### src/rtl/axis_rr_arbiter_pkg.sv
// axis_rr_arbiter_pkg: shared stream width, FSM state encoding and sizing helper
package axis_rr_arbiter_pkg;
  localparam int AXIS_DATA_W = 8;
  typedef enum logic {ST_IDLE = 1'b0, ST_GRANT = 1'b1} state_t;
  function automatic int idx_w(input int n);
    return n > 1 ? $clog2(n) : 1;
  endfunction
endpackage

### src/rtl/axis_rr_arbiter_rr_pick.sv
// rr_pick: combinational round-robin pick, first set req bit at or above ptr with wrap
// Ports: req (request vector), ptr (search start index), gnt (one-hot winner), any (some request set)
module rr_pick
  import axis_rr_arbiter_pkg::*;
#(
  parameter int N_SRC = 4,
  parameter int PW    = idx_w(N_SRC)
) (
  input  logic [N_SRC-1:0] req,
  input  logic [PW-1:0]    ptr,
  output logic [N_SRC-1:0] gnt,
  output logic             any
);
  logic [N_SRC-1:0] rot;
  logic [N_SRC-1:0] first;
  always_comb begin
    rot = '0;
    gnt = '0;
    for (int i = 0; i < N_SRC; i++) rot[i] = req[(i + int'(ptr)) % N_SRC];
    first = rot & (~rot + N_SRC'(1));
    for (int i = 0; i < N_SRC; i++) gnt[(i + int'(ptr)) % N_SRC] = first[i];
  end
  assign any = |req;
endmodule

### src/rtl/axis_rr_arbiter.sv
// axis_rr_arbiter: packet-level round-robin arbiter sharing one AXI-stream sink among N_SRC masters
// Ports: clk, reset_n (async, active-low); s_data/s_valid/s_last/s_ready per-source stream;
//        m_data/m_valid/m_last/m_ready sink stream; grant (one-hot owner, 0 when idle);
//        pkt_done (pulse after final handshake); timeout_err (pulse when MAX_BEATS forced the release)
module axis_rr_arbiter
  import axis_rr_arbiter_pkg::*;
#(
  parameter int N_SRC     = 4,
  parameter int DATA_W    = AXIS_DATA_W,
  parameter int MAX_BEATS = 256
) (
  input  logic                    clk,
  input  logic                    reset_n,
  input  logic [N_SRC*DATA_W-1:0] s_data,
  input  logic [N_SRC-1:0]        s_valid,
  input  logic [N_SRC-1:0]        s_last,
  output logic [N_SRC-1:0]        s_ready,
  output logic [DATA_W-1:0]       m_data,
  output logic                    m_valid,
  output logic                    m_last,
  input  logic                    m_ready,
  output logic [N_SRC-1:0]        grant,
  output logic                    pkt_done,
  output logic                    timeout_err
);
  localparam int PW = idx_w(N_SRC);
  localparam int CW = $clog2(MAX_BEATS) + 1;
  state_t           state, state_nx;
  logic [N_SRC-1:0] grant_nx, pick;
  logic             pick_any;
  logic [PW-1:0]    rr_ptr, ptr_nx, owner;
  logic [CW-1:0]    beat_cnt, cnt_nx;
  logic             src_last, hs, done;
  rr_pick #(.N_SRC(N_SRC), .PW(PW)) u_pick (
    .req(s_valid),
    .ptr(rr_ptr),
    .gnt(pick),
    .any(pick_any)
  );
  // grant is all-zero while idle, so every sink-side output naturally reads 0 then
  always_comb begin
    m_data = '0;
    owner  = '0;
    for (int i = 0; i < N_SRC; i++)
      if (grant[i]) begin
        m_data = s_data[i*DATA_W +: DATA_W];
        owner  = PW'(i);
      end
    m_valid  = |(s_valid & grant);
    src_last = |(s_last & grant);
    m_last   = (|grant) && (src_last || beat_cnt == CW'(MAX_BEATS - 1));
    s_ready  = grant & {N_SRC{m_ready}};
    hs       = m_valid && m_ready;
    done     = hs && m_last;
  end
  always_comb begin
    state_nx = state;
    grant_nx = grant;
    ptr_nx   = rr_ptr;
    cnt_nx   = beat_cnt;
    if (state == ST_IDLE) begin
      state_nx = pick_any ? ST_GRANT : ST_IDLE;
      grant_nx = pick_any ? pick : '0;
    end else if (done) begin
      state_nx = ST_IDLE;
      grant_nx = '0;
      cnt_nx   = '0;
      ptr_nx   = (owner == PW'(N_SRC - 1)) ? '0 : owner + PW'(1);
    end else if (hs) begin
      cnt_nx = beat_cnt + CW'(1);
    end
  end
  always_ff @(posedge clk or negedge reset_n)
    if (!reset_n) begin
      state       <= ST_IDLE;
      grant       <= '0;
      rr_ptr      <= '0;
      beat_cnt    <= '0;
      pkt_done    <= 1'b0;
      timeout_err <= 1'b0;
    end else begin
      state       <= state_nx;
      grant       <= grant_nx;
      rr_ptr      <= ptr_nx;
      beat_cnt    <= cnt_nx;
      pkt_done    <= done;
      timeout_err <= done && !src_last;
    end
endmodule

### config.mk
export PLATFORM = sky130hd
export DESIGN_NAME = axis_rr_arbiter
export DESIGN_NICKNAME = d
export VERILOG_FILES = /design/src/rtl/axis_rr_arbiter_pkg.sv /design/src/rtl/axis_rr_arbiter_rr_pick.sv /design/src/rtl/axis_rr_arbiter.sv
export SDC_FILE = /design/constraint.sdc
export NUM_CORES = 1
export LEC_CHECK = 0
export ABC_AREA = 1
export BUFFER_PORTS_ARGS = -buffer_cell sky130_fd_sc_hd__buf_2
export CAP_MARGIN = 0
export CORE_ASPECT_RATIO = 1.2
export CORE_MARGIN = 2
export CORE_UTILIZATION = 50
export DETAILED_ROUTE_END_ITERATION = 10
export HOLD_SLACK_MARGIN = 0.12
export PLACE_DENSITY = 0.8
export SETUP_SLACK_MARGIN = 0.4
export SYNTH_ARGS = -nofsm -noshare
export SYNTH_HDL_FRONTEND = slang
export SYNTH_HIERARCHICAL = 1
export SYNTH_SLANG_ARGS = --single-unit
### constraint.sdc
create_clock -name clk -period 2 [get_ports clk]
set_input_delay 0.2 -clock clk [delete_from_list [all_inputs] [get_ports clk]]
set_output_delay 0.2 -clock clk [all_outputs]
set_load 0.02 [all_outputs]
### Word-level counts from Yosys, hierarchy flattened

Index checks and enable logic that the tools add are counted.

| storage, ports and cells | value |
|---|---|
| output and inout bits | 20 |
| register bits | 18 |
| bits of input ports | 43 |
| memories kept | 0 |
| memory bits (read-only) | 0 |
| bits in latches | 0 |
| RAM bits | 0 |
| logic and storage cells | 90 |

| operators by class | value |
|---|---|
| $add $sub $neg | 6 |
| shift-type cells | 0 |
| equal/unequal tests | 3 |
| div/mod/pow operators | 0 |
| $mul | 0 |
| reduce and logical (&&, ||, !) cells | 20 |
| order comparisons | 8 |
| bitwise gates (word level) | 9 |
| muxes and demuxes | 38 |

Operators by type and width:

| cell | count |
|---|---|
| 8-bit two-way mux | 4 |
| 4-bit AND | 5 |
| 9-bit two-way mux | 2 |
| 4-bit OR reduction | 4 |
| 1-bit two-way mux | 15 |
| 4-bit bitwise mux | 3 |
| 3-bit by 4-bit < comparator with 1-bit output (second input constant) | 3 |
| 4-bit two-way mux | 3 |
| 9-bit by 1-bit adder with 9-bit output (second input constant) | 1 |
| 9-bit by 8-bit equality test with 1-bit output (second input constant) | 1 |
| 3-bit by 1-bit greater-or-equal comparator with 1-bit output (second input constant) | 3 |
| 1-bit binary-select mux with 2-bit select | 4 |
| 1-bit demux with 2-bit select | 4 |
| 1-bit logical AND | 8 |
| 2-bit two-way mux | 3 |
| 2-bit OR reduction | 3 |
| 2-bit adder (first input constant) | 2 |
| 4-bit by 1-bit adder with 4-bit output (second input constant) | 1 |
| 4-bit inverter | 1 |
| 2-bit AND reduction | 2 |
| 1-bit AND (first input constant) | 3 |
| 2-bit by 3-bit < comparator with 1-bit output (second input constant) | 1 |
| 1-bit by 2-bit adder with 2-bit output (first input constant) | 1 |
| 2-bit by 1-bit adder with 2-bit output (second input constant) | 1 |
| 6 further kinds | 6 |

### Longest topological paths before layout

Gate-level depths: netlist (run 1).

| depth | value |
|---|---|
| word-level depth | 15 |
| gate-level depth with buffers | 13 |
| mapped depth without buffers | 13 |

### Cells and area by module

Netlist (run 1), hierarchy kept.

Modules (own cells, without submodules):

| module | instances | area each (um^2) | cells each | seq. area each (um^2) |
|---|---|---|---|---|
| axis_rr_arbiter | 1 | 1,293.7 | 191 | 450.4 |
| rr_pick | 1 | 473.0 | 85 | 0.0 |

### Least setup slack after synthesis (run 1)

OpenSTA, ideal clock, no wires.

| timing | value |
|---|---|
| path kind | reg2reg |
| from | register rr_ptr[0] |
| to | register grant[0] |
| slack | 0.322 ns |
| stages on the path, launching flop included | 12 |
| data required time | 1.935 ns |
| clock period less this slack | 1.678 ns |
| library setup time | 0.065 ns |
| path buffers | 0 |
| arrival | 1.613 ns |
| path through | dfrtp_1 -> inv_2 -> ha_1 -> inv_1 -> nand3_1 -> nand2_2 -> nand2_4 -> nor2_4 -> nand2_1 -> nand3_2 -> nand2_1 -> nand2_1 |

| on the way | value |
|---|---|
| cells in the longest elaborated chain, start to end | 12 |
| elaborated cells between the ends (all ways) | 49 |
| classes of those cells | add/sub (4); order compare (8); mux (24); bitwise (6); reduce/logical (7) |

RTL lines:

| what | RTL line | RTL |
|---|---|---|
| from (decl) | axis_rr_arbiter.sv:31 | `logic [PW-1:0] rr_ptr, ptr_nx, owner;` |
| from (signal assigned) | axis_rr_arbiter.sv:84 | `rr_ptr <= ptr_nx;` |
| 1-bit by 2-bit adder with 2-bit output | axis_rr_arbiter_rr_pick.sv:19, axis_rr_arbiter_rr_pick.sv:21 |  |
| 1-bit binary-select mux with 2-bit select or 2-bit OR reduction (tied branches) | n/a |  |
| 1-bit two-way mux (not written as such) or 1-bit AND (tied branches) | n/a |  |
| 1-bit two-way mux (not written as such) (tied with other cells) | axis_rr_arbiter_rr_pick.sv:19 | `for (int i = 0; i < N_SRC; i++) rot[i] = req[(i + int'(ptr)) % N_SRC];` |
| 4-bit inverter or 1-bit logical AND (tied branches) | axis_rr_arbiter_rr_pick.sv:20, axis_rr_arbiter_rr_pick.sv:21 |  |
| 4-bit by 1-bit adder with 4-bit output or 1-bit two-way mux (tied branches) | axis_rr_arbiter_rr_pick.sv:20, axis_rr_arbiter_rr_pick.sv:21 |  |
| 4-bit AND or 1-bit demux with 2-bit select (tied branches) | n/a |  |
| 4-bit bitwise mux (2 in a row) | axis_rr_arbiter_rr_pick.sv:21 | `for (int i = 0; i < N_SRC; i++) gnt[(i + int'(ptr)) % N_SRC] = first[i];` |
| 4-bit bitwise mux (*) | axis_rr_arbiter_rr_pick.sv:21 |  |
| net pick[0] | axis_rr_arbiter.sv:29 | `logic [N_SRC-1:0] grant_nx, pick;` |
| 4-bit two-way mux (*) | axis_rr_arbiter.sv:63 | `grant_nx = pick_any ? pick : '0;` |
| 4-bit two-way mux (*) | axis_rr_arbiter.sv:61 | `if (state == ST_IDLE) begin` |
| to (signal assigned) | axis_rr_arbiter.sv:83 | `grant <= grant_nx;` |
| to (decl) | axis_rr_arbiter.sv:22 | `output logic [N_SRC-1:0] grant,` |

The timed path passes the listed nets; every way through them passes the cells marked *. The select of a mux whose other input is x is not followed.
A chain may end at the register's enable or synchronous reset.

### Worst setup path after layout (run 1)

| timing | value |
|---|---|
| from | register beat_cnt[0] |
| to | output port m_last |

| on the way | value |
|---|---|
| cells in the longest elaborated chain, start to end | 3 |

RTL lines:

| what | RTL line | RTL |
|---|---|---|
| from (decl) | axis_rr_arbiter.sv:32 | `logic [CW-1:0] beat_cnt, cnt_nx;` |
| from (signal assigned) | axis_rr_arbiter.sv:85 | `beat_cnt <= cnt_nx;` |
| 9-bit by 8-bit equality test with 1-bit output | axis_rr_arbiter.sv:51 | `m_last = (\|grant) && (src_last \|\| beat_cnt == CW'(MAX_BEATS - 1));` |
| 1-bit logical OR | axis_rr_arbiter.sv:51 |  |
| 1-bit logical AND | axis_rr_arbiter.sv:51 |  |
| to (decl) | axis_rr_arbiter.sv:20 | `output logic m_last,` |

No other way between the ends.

==> results of run 1 <==
## flip-flops by register name, summed over array words and instances, names as in the netlist
name and count:
beat_cnt 9, timeout_err 1, grant 4, pkt_done 1, state 1, rr_ptr 2
## metal layers
layer,track usage [%],share of wire [%],wire length [µm],up-vias
met4,10.6,3.2,193,0
met3,3.94,4.7,282,23
met5,0,0,0,-
met1,28.6,37,2220,1046
li1,-,-,-,1057
met2,49.3,55,3270,85
## worst max-delay path: stages (launching register included)
cell and delay, ns:
dfrtp_1 0.37, ha_2 0.21, nand2_2 0.07, nor4_2 0.15, ha_2 0.22, inv_2 0.05, a21boi_4 0.16, buf_6 0.13
## power by group
| part | switching, W | leakage [nW] | internal, W |
|---|---|---|---|
| registers | 0.000108 | 0.230 | 0.000454 |
| logic | 0.00146 | 1.23 | 0.00102 |
| clock network | 0.000127 | 0.0288 | 0.000175 |
| total | 0.00169 | 1.49 | 0.00165 |
## placed cells by master, fill, tap and decap left out, types with 3 or more instances in the layout
| cell | n |
|---|---|
| inv_2 | 7 |
| inv_1 | 31 |
| nand2_1 | 104 |
| nor2_1 | 15 |
| buf_4 | 26 |
| nand3_1 | 23 |
| nand3_2 | 13 |
| ha_1 | 6 |
| nor2_2 | 3 |
| nand2_2 | 10 |
| xor2_1 | 3 |
| nor2_4 | 4 |
| clkbuf_8 | 4 |
| a31oi_1 | 6 |
| dfrtp_2 | 6 |
| buf_2 | 53 |
| buf_6 | 9 |
| nand2_4 | 3 |
| dfrtp_1 | 12 |
| a21oi_1 | 9 |
## final cells by class
cell class                      instances  area (µm²)  share of cell area [%]
Multi-Input combinational cell        217        1260                    48.4
Timing Repair Buffer                   92         639                    24.6
Sequential cell                        18         458                    17.6
Inverter                               38         143                    5.49
Clock buffer                            4        55.1                    2.12
Tap cell                               37        46.3                    1.78
## cell families (layout without fill, tap and decap cells)
| kind of cell | after synthesis | after routing |
|---|---|---|
| flip-flops | 18 | 18 |
| AO/OA/AOI/OAI | 22 | 22 |
| XOR/XNOR | 4 | 4 |
| AND/OR/NAND/NOR | 181 | 182 |
| adder cells (fa/ha/maj) | 9 | 9 |
| buffers and inverters | 42 | 134 |
## worst min path at each step
| stage | start | end | slack (ns) | cells after the start |
|---|---|---|---|---|
| final | s_last[3] | timeout_err | 0.25 | 4 |
| after global routing | s_last[1] | timeout_err | 0.27 | 4 |
| after CTS | s_last[3] | timeout_err | 0.25 | 4 |
| after detailed placement | reset_n | timeout_err | 0.15 | 1 |
| after global placement | reset_n | timeout_err | 0.15 | 1 |
| after floorplan | reset_n | beat_cnt[0] | -0.1 | 0 |
## per-stage QoR
stage	std cells	worst slack [ns]	utilization [%]	instance area, µm²
floorplan	276	0.395	-	1790
global route	406	0.140	77.2	2600
finish	406	0.183	77.2	2600
global placement	378	0.322	64.4	2170
detailed placement	378	0.276	64.4	2170
CTS	400	0.209	72.9	2450
## what timing repair did
action	in CTS	in global routing
resized for setup	19	29
setup buffers	15	6
pin swaps	7	6
cloned	2	0
endpoints found under the hold margin	18	0
hold buffers	1	0
endpoints found under the setup margin	27	28
==> metrics.md, run 1 <==
| Metric | Value |
|---|---|
| Post-Synth XOR/XNOR Area | `1.98%` |
| CP Launch Type | `flip-flop` |
| F_max | `550 MHz` |
| R2R setup slack | `0.29 ns` |
| DRC viols | `0` |
| Main combinational cell family by area after synthesis | `simple AND/OR/NAND/NOR gates` |
| Synth top area share | `25.5%` |
| Hold Path Class | `input pin to flip-flop` |
| Total global routing overflow | `0` |
| Die Wd | `58.3 µm` |
| Sequential share of the synthesized area | `25.5%` |
| Synth unique cells | `24` |
| Adder-cell share of the synthesized area | `6.37%` |
| Num Clock Sinks | `18` |
| Antenna Nets Post-Route | `0` |
| Tot GR Track Use | `26.5%` |
| Worst skew pair latency | `0.26 ns` |
| Fin. max-slew vios | `0` |
| DRT Pass-1 Iters | `4` |
| CTS tree | `built` |
| RSZ-0062 raised after global routing | `yes` |
| Number of synthesized flops with an enable pin | `0` |
| Outcome | `complete, no violations` |
| Starting Density | `52.5%` |
| Worst Skew | `0.00235 ns` |
| IO buf count | `62` |
| R2R depth | `10` |
| Area Growth Syn to Fin | `47.1%` |
| Post-synthesis area per instance | `6.40 µm²` |
| Critical Path AT | `1.62 ns` |
| Final setup violation count | `0` |
| Setup TNS | `0 ns` |
| Initial DRC count | `146` |
| Most common cell in the netlist | `nand2_1` |
| Total power draw | `0.00335 W` |
| Vias per inst | `5.45` |
| Vias | `2211` |
| CTS buffer count | `3` |
| Mapped Nets | `328` |
| Num rows | `23` |
| Worst path required time | `1.80 ns` |
| Post-synthesis compound-gate area fraction | `7.08%` |
| Routed WL per cell | `14.7 µm` |
| Worst hold slack | `0.252 ns` |
| Max-slew headroom | `71.5%` |
| Worst setup endpoint | `m_last` |
| Slew @ Worst Pin | `0.426 ns` |
| Max-Cap Viols | `0` |
| Worst-path clk slew | `0.07 ns` |
| Fin. Hold Viols | `0` |
| CTS Buffer Depth | `2` |
| Final GP Congestion | `0.809` |
| Final WL | `5.97 mm` |
| Leading area contributor after synthesis | `dfrtp_1` |
| Tmin final | `1.82 ns` |
| NumNets Final | `422` |
| Most common flop cell mapped by yosys | `dfrtp_1` |
| Top cells by area, synth | `dfrtp_1 25%, nand2_1 23%, nand3_2 7.4%, inv_1 7.2%, nand3_1 6.8%` |
| Syn Inst Count | `276` |
| Antenna violations before repair | `0` |
| Synth Register Bits | `18` |
| ANT cells | `0` |
| Global-route wire length before repair | `8.56 mm` |
| Die area | `0.00403 mm²` |
| Total core area | `0.00337 mm²` |
| Nature of the critical path endpoint | `primary output` |
| Die height | `69.1 µm` |
| Netlist Area Pre-Place | `0.00177 mm²` |
| Detailed Place HPWL | `3.58 mm` |
| CP Class | `flip-flop to primary output` |
| Clock Tree Root | `clkbuf_8` |
| Leak | `1.49 nW` |
| Period utilization | `90.8%` |
| I/O pins | `63` |
| Vias in the first global route | `2062` |
| H-tree depth | `1` |
| Reg-to-Reg Start | `beat_cnt[0]` |
| CP startpoint | `beat_cnt[0]` |
| Fill count | `235` |
| R2r endpoint | `grant[2]` |
| Crit path max fanout | `2` |
| Pwr/cell area | `1290 mW/mm²` |
| Pin count of the biggest net entering global routing | `19` |
| Yosys warns | `6` |
| Post-synthesis mux area share | `0%` |
| Simple-gate portion of the synthesized area | `49.3%` |
| Async S/R FF share, synth | `100%` |
| Commonest cells in the netlist | `109 x nand2_1, 34 x inv_1, 24 x nand3_1` |
| Peak supply drop | `1.21 mV` |
| Share of cells above drive strength 1 | `41.5%` |
No activity file was read; power rests on OpenSTA's default activity.
==> run 2: changes to the inputs <==
Settings changed: CORE_UTILIZATION 50 to 54, PLACE_DENSITY 0.8 to 0.86.
Clock period 2 ns to 2.1 ns, I/O delays scaled along.
==> run 2 against run 1 <==
Net effect:
- sequential share of layout area grew 1.3 points
- hold slack lost 0.030 ns
- total power shrank 16%
- critical endpoint unchanged
==> metrics.md, run 2 (synthesis gave the netlist of run 1 again) <==
| Metric | Value |
|---|---|
| Outcome | `complete, no violations (unchanged)` |
| Leak | `1.41 nW (was 1.49 nW)` |
| Period utilization | `93.8%` |
| Max reg flops | `9 (unchanged)` |
| Total power draw | `0.00283 W (was 0.00335 W)` |
| Crit-path slowest cell | `dfrtp_1 (unchanged)` |
| Crit path max fanout | `5 (was 2)` |
| Setup TNS | `0 ns (unchanged)` |
| RSZ-0062 raised after global routing | `yes (unchanged)` |
| I/O pins | `63 (unchanged)` |
| ANT cells | `0 (unchanged)` |
| F_max | `508 MHz` |
| Total global routing overflow | `0 (unchanged)` |
| Die area | `0.00375 mm² (was 0.00403 mm²)` |
| Total core area | `0.00308 mm² (was 0.00337 mm²)` |
| Most flops, register | `beat_cnt (unchanged)` |
| Vias | `2090 (was 2211)` |
| Area Growth Syn to Fin | `36.0% (was 47.1%)` |
| CP max stage delay | `0.47 ns (was 0.37 ns)` |
| Clock Tree Root | `clkbuf_4 (was clkbuf_8)` |
| Global-route wire length before repair | `7.69 mm (was 8.56 mm)` |
| Most common cell after layout, fill and taps aside | `nand2_1 (unchanged)` |
| Final WL | `5.06 mm (was 5.97 mm)` |
| Num rows | `22 (was 23)` |
| Vias in the first global route | `1897 (was 2062)` |
| Share of cells above drive strength 1 | `38.6% (was 41.5%)` |
| Regs by FF count | `beat_cnt x9, grant x4, rr_ptr x2 (unchanged)` |
| Fin. Hold Viols | `0 (unchanged)` |
| Max-slew headroom | `68.4% (was 71.5%)` |
| Pin count of the biggest net entering global routing | `19 (unchanged)` |
| Num Clock Sinks | `18 (unchanged)` |
| Commonest cells after routing, fill and taps aside | `105 x nand2_1, 55 x buf_2, 31 x inv_1 (was 104 x nand2_1, 53 x buf_2, 31 x inv_1)` |
| Worst path required time | `1.89 ns (was 1.80 ns)` |
| Critical Path AT | `1.76 ns (was 1.62 ns)` |
| Worst Skew | `0.00149 ns (was 0.00235 ns)` |
| H-tree depth | `1 (unchanged)` |
| CP Launch Type | `flip-flop (unchanged)` |
| Detailed Place HPWL | `3.38 mm (was 3.58 mm)` |
| Final GP Congestion | `0.790 (was 0.809)` |
| CTS Buffer Depth | `2 (unchanged)` |
| Starting Density | `57.3% (was 52.5%)` |
| NumNets Final | `417 (was 422)` |
| Tmin final | `1.97 ns` |
| Antenna violations before repair | `0 (unchanged)` |
| CTS buffer count | `3 (unchanged)` |
| Crit path cell chain | `nand2_1, nor4_2, ha_2, inv_2, a21boi_2, buf_6 (was ha_2, nand2_2, nor4_2, ha_2, inv_2, a21boi_4, buf_6)` |
| Hold Path Class | `input pin to flip-flop (unchanged)` |
| Die Wd | `56.2 µm (was 58.3 µm)` |
| Worst-path clk slew | `0.10 ns (was 0.07 ns)` |
| Slew @ Worst Pin | `0.473 ns (was 0.426 ns)` |
| Tot GR Track Use | `24.9% (was 26.5%)` |
| Die height | `66.7 µm (was 69.1 µm)` |
| Final setup violation count | `0 (unchanged)` |
| Vias per inst | `5.24 (was 5.45)` |
| Nature of the critical path endpoint | `primary output (unchanged)` |
| Antenna Nets Post-Route | `0 (unchanged)` |
| IO buf count | `62 (unchanged)` |
| Fin. max-slew vios | `0 (unchanged)` |
| Peak supply drop | `0.985 mV (was 1.21 mV)` |
| Pwr/cell area | `1180 mW/mm² (was 1290 mW/mm²)` |
| Initial DRC count | `151 (was 146)` |
| DRT Pass-1 Iters | `4 (unchanged)` |
| CTS tree | `built (unchanged)` |
| DRC viols | `0 (unchanged)` |
| CP Class | `flip-flop to primary output (unchanged)` |
| Routed WL per cell | `12.7 µm (was 14.7 µm)` |
| Worst skew pair latency | `0.29 ns (was 0.26 ns)` |
| Max-Cap Viols | `0 (unchanged)` |
-- run 2: changes by cell type in the layout (fill, tap and decap cells not counted), sizes merged --
cell	delta
clkbuf	-1
buf	-5
-- run 2: path summary, 6_finish.rpt --
| check | from | to | slack, ns | depth (start not counted) |
|---|---|---|---|---|
| worst min register to register | beat_cnt[8] | beat_cnt[8] | 0.50 | 2 |
| worst max-delay path | beat_cnt[5] | m_last | 0.13 | 6 |
| worst max register to register | beat_cnt[5] | beat_cnt[7] | 0.18 | 9 |
| min in group asynchronous | reset_n | beat_cnt[5] | 0.36 | 2 |
| max in group asynchronous | reset_n | grant[3] | 1.43 | 2 |
| worst min-delay path | s_last[3] | timeout_err | 0.22 | 4 |
-- run 2: power by group --
group	total (W)	internal, W	switching, W	leakage [nW]
Sequential	0.000531	0.000429	0.000102	0.233
Clock	0.000174	0.0000668	0.000107	0.0138
Combinational	0.00212	0.000836	0.00129	1.17
-- run 2: metrics by stage --
stage | hold slack [ns] | setup WS (ns) | cell area (µm²) | instances | utilization, %
2_1_floorplan | -0.0856 | 0.422 | 1770 | 276 | -
4_1_cts | 0.224 | 0.216 | 2260 | 388 | 73.4
3_3_place_gp | 0.157 | 0.249 | 2140 | 377 | 69.6
6_report | 0.222 | 0.131 | 2400 | 399 | 78.0
3_5_place_dp | 0.154 | 0.179 | 2140 | 377 | 69.6
5_1_grt | 0.247 | 0.0953 | 2400 | 399 | 78.0
-- run 2: critical path, delay by kind of cell (launching register included) --
family                     cells  cell delay, ns
adders and majority gates      1            0.23
buffers and inverters          2            0.19
DFF                            1            0.47
and+or+nand+nor                2            0.40
AOI/OAI and AO/OA              1            0.18
-- run 2: cell type report --
| type | count | area [µm²] |
|---|---|---|
| Clock buffer | 3 | 22.5 |
| Multi-Input combinational cell | 217 | 1200 |
| Fill cell | 217 | 679 |
| Sequential cell | 18 | 455 |
| Tap cell | 36 | 45.0 |
| Timing Repair Buffer | 87 | 537 |
| Inverter | 38 | 143 |
-- run 2: routing by layer --
layer  vias up  GRT usage (%)  part of all wire (%)
met5         -              0                     0
met4         0           7.14                   1.9
met3        16           1.36                   6.0
met2        88           49.3                    52
met1       945           28.5                    40
li1       1041              -                     -
-- run 2: what timing repair did --
item,in CTS,in global routing
gates resized for setup,11,22
hold endpoints to repair,18,0
hold buffers,1,0
endpoints found under the setup margin,27,28
buffers inserted,7,10
cloned,0,1
pin swaps,2,8
==> run 3: changes to the inputs <==
Settings changed: CORE_UTILIZATION 54 to 45, PLACE_DENSITY 0.86 to 0.76.
Clock period 2.1 ns to 1.7 ns, I/O delays scaled along.
==> run 3 against run 2 <==
Net effect:
- the run now ends with negative setup slack left
- first-iteration DRC count is 4.0% lower
- setup slack worse by 0.20 ns
- wire length is 19% higher
- critical endpoint unchanged
- highest routed layer unchanged
==> metrics.md, run 3 (synthesis gave the netlist of run 1 again) <==
| Metric | Value |
|---|---|
| Pin count of the biggest net entering global routing | `19 (unchanged)` |
| R2R setup slack | `0.03 ns (was 0.18 ns)` |
| F_max | `566 MHz` |
| Hold Path Class | `input pin to flip-flop (unchanged)` |
| Critical Path AT | `1.60 ns (was 1.76 ns)` |
| ANT cells | `0 (unchanged)` |
| Outcome | `finished with violations (was complete, no violations)` |
| IO buf count | `62 (unchanged)` |
| Leak | `1.55 nW (was 1.41 nW)` |
| Comb pwr share | `76.7% (was 75.1%)` |
| Nature of the critical path endpoint | `primary output (unchanged)` |
| Fin. max-slew vios | `0 (unchanged)` |
| Tmin final | `1.77 ns` |
| Total global routing overflow | `0 (unchanged)` |
| Most common cell after layout, fill and taps aside | `nand2_1 (unchanged)` |
| Detailed Place HPWL | `3.52 mm (was 3.38 mm)` |
| Worst hold slack | `0.253 ns (was 0.222 ns)` |
| H-tree depth | `1 (unchanged)` |
| Failing checks | `negative setup slack` |
| Min-Delay Endpoint | `timeout_err (unchanged)` |
| Clock Tree Root | `clkbuf_8 (was clkbuf_4)` |
| Final GP Congestion | `0.821 (was 0.790)` |
| Max reg flops | `9 (unchanged)` |
| Max-slew headroom | `72.6% (was 68.4%)` |
| Die Wd | `61.2 µm (was 56.2 µm)` |
| Total power draw | `0.00427 W (was 0.00283 W)` |
| Max-Cap Viols | `0 (unchanged)` |
| CP Class | `flip-flop to primary output (unchanged)` |
| Num Clock Sinks | `18 (unchanged)` |
| Die area | `0.00445 mm² (was 0.00375 mm²)` |
| Worst Hold Depth | `4 (unchanged)` |
| Fin. Hold Viols | `0 (unchanged)` |
| Vias in the first global route | `2143 (was 1897)` |
| R2r endpoint | `grant[2] (was beat_cnt[7])` |
| DRT Pass-1 Iters | `4 (unchanged)` |
| Worst hold start | `s_last[3] (unchanged)` |
| Peak supply drop | `0.943 mV (was 0.985 mV)` |
| Num rows | `24 (was 22)` |
| Post-DP Area | `0.00231 mm² (was 0.00214 mm²)` |
| Regs by FF count | `beat_cnt x9, grant x4, rr_ptr x2 (unchanged)` |
| Power share of the sequential group | `16.1% (was 18.8%)` |
| Slew @ Worst Pin | `0.412 ns (was 0.473 ns)` |
| Total core area | `0.00369 mm² (was 0.00308 mm²)` |
| Share of cells above drive strength 1 | `51.7% (was 38.6%)` |
| Crit path cell chain | `ha_2, nand2_2, nor4_2, ha_2, inv_2, a21boi_4, buf_6 (was nand2_1, nor4_2, ha_2, inv_2, a21boi_2, buf_6)` |
| Pwr/cell area | `1490 mW/mm² (was 1180 mW/mm²)` |
| Worst-path clk slew | `0.07 ns (was 0.10 ns)` |
| Design Area, Final | `0.00287 mm² (was 0.00240 mm²)` |
| Starting Density | `47.8% (was 57.3%)` |
| Worst path required time | `1.53 ns (was 1.89 ns)` |
| Vias | `2189 (was 2090)` |
| Commonest cells after routing, fill and taps aside | `90 x nand2_1, 50 x buf_2, 33 x buf_4 (was 105 x nand2_1, 55 x buf_2, 31 x inv_1)` |
| Vias per inst | `5.08 (was 5.24)` |
| Final WL | `6.01 mm (was 5.06 mm)` |
| R2R depth | `10 (was 9)` |
| Worst Skew | `0.0102 ns (was 0.00149 ns)` |
| Crit-path slowest cell | `dfrtp_1 (unchanged)` |
| Antenna Nets Post-Route | `0 (unchanged)` |
| Crit path max fanout | `2 (was 5)` |
| Worst setup margin | `-0.0664 ns (was 0.131 ns)` |
| Delay-heaviest family, CP | `adder cells (was flip-flops)` |
| CTS Buffer Depth | `2 (unchanged)` |
| Period utilization | `104%` |
| Most frequent CP cell | `ha_2` |
| Buf/Inv on CP | `2 (unchanged)` |
| Reg-to-Reg Start | `beat_cnt[1] (was beat_cnt[5])` |
| Clock Power Share | `7.2% (was 6.1%)` |
| Final setup violation count | `1 (was 0)` |
| Sw Pwr | `0.00212 W (was 0.00149 W)` |
| Setup TNS | `-0.0664 ns (was 0 ns)` |
| CTS tree | `built (unchanged)` |
| CP max stage delay | `0.37 ns (was 0.47 ns)` |
| Sw Ratio | `49.6% (was 52.9%)` |
| Worst skew pair latency | `0.25 ns (was 0.29 ns)` |
| CP Launch Type | `flip-flop (unchanged)` |
| Initial DRC count | `145 (was 151)` |
| Global-route wire length before repair | `9.25 mm (was 7.69 mm)` |
| Tot GR Track Use | `27.0% (was 24.9%)` |
| Die height | `72.6 µm (was 66.7 µm)` |
| CTS buffer count | `3 (unchanged)` |
| DRC viols | `0 (unchanged)` |
| Fill count | `258 (was 217)` |
| Routed WL per cell | `13.9 µm (was 12.7 µm)` |
| I/O pins | `63 (unchanged)` |
| Antenna violations before repair | `0 (unchanged)` |
| Int Power | `0.00215 W (was 0.00133 W)` |
| Most flops, register | `beat_cnt (unchanged)` |
| RSZ-0062 raised after global routing | `yes (unchanged)` |
| NumNets Final | `432 (was 417)` |
| Area Growth Syn to Fin | `62.2% (was 36.0%)` |
==> run 3: layout make-up <==
class | count | area, µm² | share of cell area (%)
timing repair buffer | 103 | 751 | 26.2
multi-input combinational | 216 | 1390 | 48.6
clock buffer | 4 | 45.0 | 1.57
sequential | 18 | 458 | 16.0
inverter | 38 | 153 | 5.33
tap | 52 | 65.1 | 2.27
==> run 3: tightest hold or removal path, cell delays in order <==
cell and delay, ns:
buf_2 0.08, nand2_1 0.06, nand2_2 0.12, nor3_4 0.05
==> run 3: per-layer routing <==
metal	global-route usage, %	routed length, µm
met1	30.6	2200
met2	52.0	3380
met3	2.66	276
met4	5.80	157
met5	0	0
==> run 3: how the worst max path moves through the flow <==
stage                     start     endpoint  slack [ns]  cells past startpoint
floorplan           beat_cnt[0]        state         0.1                     10
global placement    beat_cnt[1]     grant[2]        0.10                     10
detailed placement  beat_cnt[1]  beat_cnt[7]        0.07                     10
CTS                 beat_cnt[0]       m_last       -0.03                      7
global route        beat_cnt[1]       m_last       -0.13                      7
finish              beat_cnt[1]       m_last       -0.07                      7
==> run 3: power groups by stage <==
stage / Sequential, W / Clock [W] / Combinational [W]
finish: 0.000686 / 0.000308 / 0.00327
CTS: 0.000654 / 0.000315 / 0.00293
global route: 0.000694 / 0.000343 / 0.00356
detailed placement: 0.000707 / 0 / 0.00235
floorplan: 0.000727 / 0 / 0.00171
global placement: 0.000701 / 0 / 0.00231
==> run 3: through the flow <==
stage | cells | utilization, % | setup slack [ns]
after floorplan | 276 | - | 0.0952
after global placement | 396 | 62.5 | 0.103
after detailed placement | 396 | 62.5 | 0.0675
after CTS | 421 | 72.2 | -0.0307
after global routing | 431 | 77.6 | -0.129
final | 431 | 77.6 | -0.0664
==> run 3: timing repair <==
item                                    CTS  global route
hold buffers                              1             0
hold endpoints to repair                 18             0
pin swaps                                 7            10
gates cloned                              1             0
gates resized for setup                  45            37
endpoints found under the setup margin   30            32
buffers inserted                         19            10
